`src/rtl/altera_ldpc_wimedia_enc_parity_seq.sv`:
```
// WiMedia LDPC encoder parity sequencer: accumulates info beats against ROM rows, then streams 8 parity words.
// Optional in_last consistency check enabled by defining ALTERA_LDPC_ENC_SEQ_LAST_CHECK_EN.
//
// state | meaning
// IDLE  | waiting for first info beat of a frame
// ACCUM | accepting info beats, bcnt addresses the ROM
// DRAIN | last beat accepted, waiting for its ROM word to be folded in
// OUT   | presenting acc[par_idx] until all 8 words are transferred
module altera_ldpc_wimedia_enc_parity_seq #(
    parameter int NB_ADDR   = 3,
    parameter int NUM_BEATS = 24
) (
    input  logic                     clk,
    input  logic                     rst,
    input  logic                     in_valid,
    output logic                     in_ready,
    input  logic [29:0]              in_data,
    input  logic                     in_last,
    output logic [NB_ADDR-1:0][4:0]  in_addr,
    input  logic [7:0][29:0]         out_data_ROM,
    output logic                     par_valid,
    input  logic                     par_ready,
    output logic [29:0]              par_data,
    output logic [2:0]               par_idx,
    output logic                     par_last,
    output logic                     frame_err
);

    localparam logic [1:0] S_IDLE  = 2'd0;
    localparam logic [1:0] S_ACCUM = 2'd1;
    localparam logic [1:0] S_DRAIN = 2'd2;
    localparam logic [1:0] S_OUT   = 2'd3;
    localparam logic [4:0] LAST_BEAT = 5'(NUM_BEATS - 1);

    logic [1:0]       state;
    logic [4:0]       bcnt;
    logic             accept;
    logic             last_beat;
    logic             v_d1, v_d2;
    logic             first_d1, first_d2;
    logic             last_d1, last_d2;
    logic [29:0]      data_d1, data_d2;
    logic [7:0][29:0] acc;

    assign in_ready  = !rst && (state == S_IDLE || state == S_ACCUM);
    assign accept    = in_valid && in_ready;
    assign last_beat = (bcnt == LAST_BEAT);

    always_comb begin
        for (int i = 0; i < NB_ADDR; i++) begin
            in_addr[i] = bcnt;
        end
    end

    assign par_valid = (state == S_OUT);
    assign par_data  = par_valid ? acc[par_idx] : '0;
    assign par_last  = par_valid && (par_idx == 3'd7);

    always_ff @(posedge clk) begin
        if (rst) begin
            state    <= S_IDLE;
            bcnt     <= '0;
            par_idx  <= '0;
            v_d1     <= 1'b0;
            v_d2     <= 1'b0;
            first_d1 <= 1'b0;
            first_d2 <= 1'b0;
            last_d1  <= 1'b0;
            last_d2  <= 1'b0;
            data_d1  <= '0;
            data_d2  <= '0;
            acc      <= '0;
        end else begin
            // Two stages so each beat meets its ROM row two cycles after addressing.
            v_d1     <= accept;
            first_d1 <= (bcnt == 5'd0);
            last_d1  <= last_beat;
            data_d1  <= in_data;
            v_d2     <= v_d1;
            first_d2 <= first_d1;
            last_d2  <= last_d1;
            data_d2  <= data_d1;

            if (v_d2) begin
                for (int j = 0; j < 8; j++) begin
                    acc[j] <= first_d2 ? (data_d2 & out_data_ROM[j])
                                       : (acc[j] ^ (data_d2 & out_data_ROM[j]));
                end
            end

            if (accept) begin
                bcnt <= last_beat ? 5'd0 : bcnt + 5'd1;
            end

            case (state)
                S_IDLE: begin
                    if (accept) state <= last_beat ? S_DRAIN : S_ACCUM;
                end
                S_ACCUM: begin
                    if (accept && last_beat) state <= S_DRAIN;
                end
                S_DRAIN: begin
                    if (v_d2 && last_d2) state <= S_OUT;
                end
                S_OUT: begin
                    if (par_ready) begin
                        if (par_idx == 3'd7) begin
                            state   <= S_IDLE;
                            par_idx <= 3'd0;
                        end else begin
                            par_idx <= par_idx + 3'd1;
                        end
                    end
                end
                default: state <= S_IDLE;
            endcase
        end
    end

`ifdef ALTERA_LDPC_ENC_SEQ_LAST_CHECK_EN
    always_ff @(posedge clk) begin
        if (rst) begin
            frame_err <= 1'b0;
        end else begin
            frame_err <= accept && (in_last != last_beat);
        end
    end
`else
    logic unused_in_last;
    assign unused_in_last = in_last;
    assign frame_err      = 1'b0;
`endif

endmodule

```
`config.mk`:
```
export PLATFORM = sky130hd
export DESIGN_NAME = altera_ldpc_wimedia_enc_parity_seq
export DESIGN_NICKNAME = d
export VERILOG_FILES = /design/src/rtl/altera_ldpc_wimedia_enc_parity_seq.sv
export SDC_FILE = /design/constraint.sdc
export NUM_CORES = 1
export LEC_CHECK = 0
export ABC_CLOCK_PERIOD_IN_PS = 5100
export CAP_MARGIN = 10
export CORE_ASPECT_RATIO = 1.4
export CORE_MARGIN = 5
export CORE_UTILIZATION = 55
export DETAILED_ROUTE_END_ITERATION = 7
export PLACE_DENSITY = 0.86
export REMOVE_ABC_BUFFERS = 1
export SETUP_SLACK_MARGIN = 0.02
export SYNTH_ARGS = -nofsm -noshare
export SYNTH_HDL_FRONTEND = slang
export SYNTH_SLANG_ARGS = --single-unit
```
`constraint.sdc`:
```
create_clock -name clk -period 5.1 [get_ports clk]
set_input_delay 1.02 -clock clk [delete_from_list [all_inputs] [get_ports clk]]
set_output_delay 1.02 -clock clk [all_outputs]
set_load 0.03 [all_outputs]
```
==> reports/metrics.cfg, run 1 <==
[sta]
final.min_clock_period_ns = 4.14
fin_setup_tns_ns = 0
tightestPinTransition_ns = 1.05
hold-worst-slack_ns = 0.438
hold_viol = 0
final-setup-viol-count = 0
max_slew_margin = 0.300
worst_clock_skew_ns = 0.0200
grt_setup_unrepaired = no
finalCritPeriodShare = 0.811
max_fclk_mhz = 242
final_max_slew_viol_count = 0

[critical_path]
worst_path_largest_cell_delay_ns = 0.73
worst-endpoint-required_ns = 4.08
worst_setup_path_start_kind = flop
cp-end-kind = output port
worst_path_dominant_cell_family = buffers and inverters
reg2reg_from = par_idx[1]
path_max_fanout = 28
startpoint = par_idx[0]
cpMaxStageDelayCell = sky130_fd_sc_hd__dfxtp_4
category_of_the_critical_setup_timing_path = flop to output port
path_depth = 5
rrSetupSlack_ns = 2.56
rr_worst_depth = 6
series_of_cell_instances_along_the_critical_path = buf_4 -> mux4_2 -> mux2i_1 -> nor2b_1 -> clkdlybuf4s50_1
critical_path_arrival_ns = 3.12
worstPathBufferInverterCount = 2

[clocking]
clock_network_latency_to_the_later_pin_of_the_worst_skew_pair_ns = 0.55
total_setup_buffers_inserted_after_cts = 0
clock_pin_slew_on_the_worst_setup_and_hold_paths_ns = 0.07
cts_max_path_buffers = 3
cts_inserted_buffers = 30
cts_tree = yes
cts-htree-levels = 1
cts_hold_buf = 0
cts_repair_resize_count = 0
cts.sinks = 316
clock-root-buffer = sky130_fd_sc_hd__clkbuf_16

[floorplanning]
chipHeight_um = 202
start_util = 0.557
placement_rows = 70
io-pin-count = 327
die_area_mm2 = 0.0298
die_width_um = 147
core_area_mm2 = 0.0261

[synth]
seq_area_frac_synth = 0.435
ys_seq_elements = 316
yosys_warnings = 0
share_of_the_synthesized_area_in_the_top_cell_type = 0.435
postSynthAreaPerCell_um2 = 8.65
area_contributors_post_synth = sky130_fd_sc_hd__dfxtp_1, sky130_fd_sc_hd__xnor2_1, sky130_fd_sc_hd__nand2_1
synthCells = 1681
synth_top_cell_by_area = sky130_fd_sc_hd__dfxtp_1
synth.distinct_cells = 34
netlist_area_mm2 = 0.0145

[routing]
detailedRoute.firstPassIterationCount = 5
routedWlPerCell_um = 16.4
detail_route.drc_violations = 0
detailroute.via_count = 11700
drt_first_iter_violations = 570
route.detailed.vias_per_inst = 5.16
antenna_violating_nets_post_route = 0
routed_wl_um = 37200

[finish]
mostFrequentLayoutCell = sky130_fd_sc_hd__nand2_1
syn2layout_area_growth_pct = 30.2
drive_gt1_frac = 0.0674
layout.nets = 2202
most-common-layout-cells = sky130_fd_sc_hd__nand2_1, sky130_fd_sc_hd__clkdlybuf4s50_1, sky130_fd_sc_hd__dfxtp_1
seqCellArea_mm2 = 0.00633
fillCellCount = 1862
multi_input_comb_area_mm2 = 0.00765

[global_route]
first_global_vias = 12400
grt_pass1_wl_um = 59500
grt_use_total = 0.243
antenna_found_initial = 7
grt_max_degree = 216
grt_remaining_overflow = 0

[run_status]
outcome = finished clean

[place]
routability_congestion = 0.830
buffer_ports.inserted = 324
detailed_place_hpwl_um = 24900

[pwr]
power.density_mw_per_mm2 = 295
leakagePower_nw = 6.58
ir_worst_vdd_mv = 0.258

[hold_path]
whs_path_depth = 1
hp-class = flop to flop
hold_path_startpoint = data_d1[0]

[run]
cap_viol_max_count = 0

worst paths after layout:
path | to
worst max-delay path | par_data[27]
worst min-delay path | data_d2[0]
worst max register to register | state[1]
worst min register to register | data_d2[0]
registers in the layout (all words and copies together) (netlist names):
signal    cells
v_d1          1
last_d2       1
data_d2      30
first_d2      1
last_d1       1
first_d1      1
state         2
data_d1      30
bcnt          5
acc         240
v_d2          1
par_idx       3
per-stage QoR:
stage / std cells / setup slack (ns) / instance area, µm² / util / power (W)
after global routing: 2273 / 0.728 / 18900 / 0.725 / 0.00576
after detailed placement: 2211 / 1.48 / 17700 / 0.680 / 0.00306
final: 2273 / 0.963 / 18900 / 0.725 / 0.00558
after CTS: 2267 / 0.884 / 18900 / 0.725 / 0.00561
after floorplan: 1555 / 0.174 / 14000 / - / 0.00275
after global placement: 2211 / 1.50 / 17700 / 0.680 / 0.00305
metal layers:
metal  vias to the layer above  GRT usage  routed length, µm
met1                      5541      0.273              13800
met3                       102     0.0413               2250
met2                       384      0.445              19500
met5                         -          0                 15
li1                       5699          -                  -
met4                         2      0.111               1690
synthesized netlist by cell type (all sizes together):
cell	count
nand2	486
dfxtp	316
nor2	253
xnor2	241
nor2b	94
clkbuf	82
mux4	60
buf	44
mux2i	33
and2	31
ha	8
a21oi	5
inv	5
nor3	3
a22oi	2
nand2b	2
nand3	2
nor3b	2
a211oi	1
and4b	1
conb	1
mux2	1
nand4b	1
nor4	1
o211ai	1
o21a	1
o21ai	1
o31ai	1
or2	1
or4	1
report_power, final:
| part | switching, W | leakage (nW) | internal, W |
|---|---|---|---|
| combinational | 0.000195 | 3.45 | 0.000275 |
| sequential | 0.0000228 | 2.56 | 0.00252 |
| clock | 0.000975 | 0.569 | 0.00159 |
| total | 0.00119 | 6.58 | 0.00439 |
layout make-up:
type                    instances  share of cell area
diodes                          6            0.000793
clock buffers                  39              0.0452
clock inverters                17              0.0166
inverters                       5            0.000991
multi-input cells            1234               0.404
flip-flops and latches        316               0.335
well taps                     324              0.0214
repair buffers                332               0.176
logic make-up (layout without fill, tap and decap cells):
logic type | after synthesis | in the layout | share of synthesized area
adders and majority gates | 8 | 8 | 0.00688
buffers and inverters | 131 | 393 | 0.0394
muxes | 94 | 94 | 0.116
AOI/OAI and AO/OA | 12 | 12 | 0.00516
other | 1 | 7 | 0.000258
xor gates and xnor gates | 241 | 241 | 0.145
DFF | 316 | 316 | 0.435
and+or+nand+nor | 878 | 878 | 0.252
(Power assumes the default switching activity.)
==> inputs of run 2 (changes only) <==
ABC_CLOCK_PERIOD_IN_PS = 3500   (was 5100)
CORE_UTILIZATION = 46   (was 55)
PLACE_DENSITY = 0.77   (was 0.86)
clock period = 3.5 ns   (was 5.1 ns; I/O delays follow)
==> reports/metrics.cfg, run 2 (synthesized netlist as in run 1, its figures left out) <==
[critical_path]
path_max_fanout = 24
worst-endpoint-required_ns = 2.80
category_of_the_critical_setup_timing_path = flop to output port
worst_path_dominant_cell_family = buffers and inverters
series_of_cell_instances_along_the_critical_path = buf_12 -> mux4_2 -> mux2i_1 -> nor2b_1 -> clkdlybuf4s50_1
cpMaxStageDelayCell = sky130_fd_sc_hd__clkdlybuf4s50_1
cp-end-kind = output port
worst_setup_path_start_kind = flop
critical_path_arrival_ns = 2.68
worstPathBufferInverterCount = 2
worst_path_largest_cell_delay_ns = 0.60

[place]
post-place-ws_ns = 0.624
buffer_ports.inserted = 324
detailed_place_hpwl_um = 26100
placedCellCount = 2288
routability_congestion = 0.828
postPlaceCellArea_mm2 = 0.0179

[routing]
detail_route.drc_violations = 0
routedWlPerCell_um = 16.2
antenna_violating_nets_post_route = 0
drt_first_iter_violations = 475
route.detailed.vias_per_inst = 4.90
routed_wl_um = 38100
detailroute.via_count = 11500
detailedRoute.firstPassIterationCount = 5

[floorplanning]
io-pin-count = 327
start_util = 0.463
die_width_um = 160
placement_rows = 77
core_area_mm2 = 0.0314
chipHeight_um = 220
die_area_mm2 = 0.0353

[pwr]
design_power_total_w = 0.00777
leakagePower_nw = 6.76
ir_worst_vdd_mv = 0.295
power.density_mw_per_mm2 = 409

[global_route]
grt_use_total = 0.207
antenna_found_initial = 13
first_global_vias = 11800
grt_pass1_wl_um = 59500
grt_max_degree = 229
grt_remaining_overflow = 0

[sta]
fin_setup_tns_ns = 0
grt_setup_unrepaired = yes
final_max_slew_viol_count = 0
max_fclk_mhz = 296
worst_clock_skew_ns = 0.0118
finalCritPeriodShare = 0.966
hold_viol = 0
max_slew_margin = 0.0543
setup_ws_ns = 0.118
final.min_clock_period_ns = 3.38
final-setup-viol-count = 0
tightestPinTransition_ns = 1.42

[clocking]
cts_hold_buf = 0
cts_max_path_buffers = 3
clock-root-buffer = sky130_fd_sc_hd__clkbuf_16
clock_pin_slew_on_the_worst_setup_and_hold_paths_ns = 0.06
total_setup_buffers_inserted_after_cts = 0
cts-htree-levels = 1
cts_tree = yes
cts.sinks = 316
clock_network_latency_to_the_later_pin_of_the_worst_skew_pair_ns = 0.56
cts_repair_resize_count = 0
cts_inserted_buffers = 31

[finish]
drive_gt1_frac = 0.0718
finalNonFillerCells = 2354
mostFrequentLayoutCell = sky130_fd_sc_hd__nand2_1
layout.nets = 2209
syn2layout_area_growth_pct = 30.8
final_design_area_no_fill_mm2 = 0.0190
top_register = acc
top_regs = acc: 240 flops, data_d1: 30 flops, data_d2: 30 flops
most-common-layout-cells = sky130_fd_sc_hd__nand2_1, sky130_fd_sc_hd__clkdlybuf4s50_1, sky130_fd_sc_hd__dfxtp_1
max_reg_flops = 240

[run_status]
outcome = finished clean

[hold_path]
hp-class = flop to flop

[run]
cap_viol_max_count = 0

-- run 2: cell types whose count changed in the layout (fill, tap and decap cells not counted), moves of 3 or more --
cell / delta
sky130_fd_sc_hd__clkdlybuf4s50_1: -9
sky130_fd_sc_hd__dlymetal6s2s_1: +9
sky130_fd_sc_hd__diode_2: +3
sky130_fd_sc_hd__bufinv_16: -5
sky130_fd_sc_hd__buf_12: +5
sky130_fd_sc_hd__clkinv_2: +9
-- run 2: worst paths after layout --
kind / startpoint / to / slack (ns) / cells past startpoint
min: data_d1[22] / data_d2[22] / 0.43 / 1
min reg2reg: data_d1[22] / data_d2[22] / 0.43 / 1
max: par_idx[0] / par_data[25] / 0.12 / 5
max reg2reg: v_d2 / acc[135] / 1.46 / 5
-- run 2: area by class of cell --
type / instances / area, µm²
clock buffer: 39 / 866
tap: 395 / 494
timing repair buffer: 338 / 3460
antenna: 9 / 22.5
sequential: 316 / 6340
inverter: 5 / 18.8
clock inverter: 18 / 171
fill: 2687 / 12400
multi-input combinational: 1234 / 7650
-- run 2: through the flow --
| step | utilization | hold slack [ns] |
|---|---|---|
| finish | 0.606 | 0.431 |
| global route | 0.606 | 0.449 |
| CTS | 0.604 | 0.433 |
| detailed placement | 0.571 | 0.423 |
| global placement | 0.571 | 0.417 |
| floorplan | - | 0.414 |
-- run 2: power breakdown --
group	switching [W]	internal (W)
combinational	0.000274	0.000405
sequential	0.0000418	0.00367
clock	0.00142	0.00197
-- run 2: layer usage --
layer	routed length, µm	track usage
met1	15200	0.240
met2	19600	0.380
met3	1840	0.0378
met4	1420	0.0829
met5	60	0
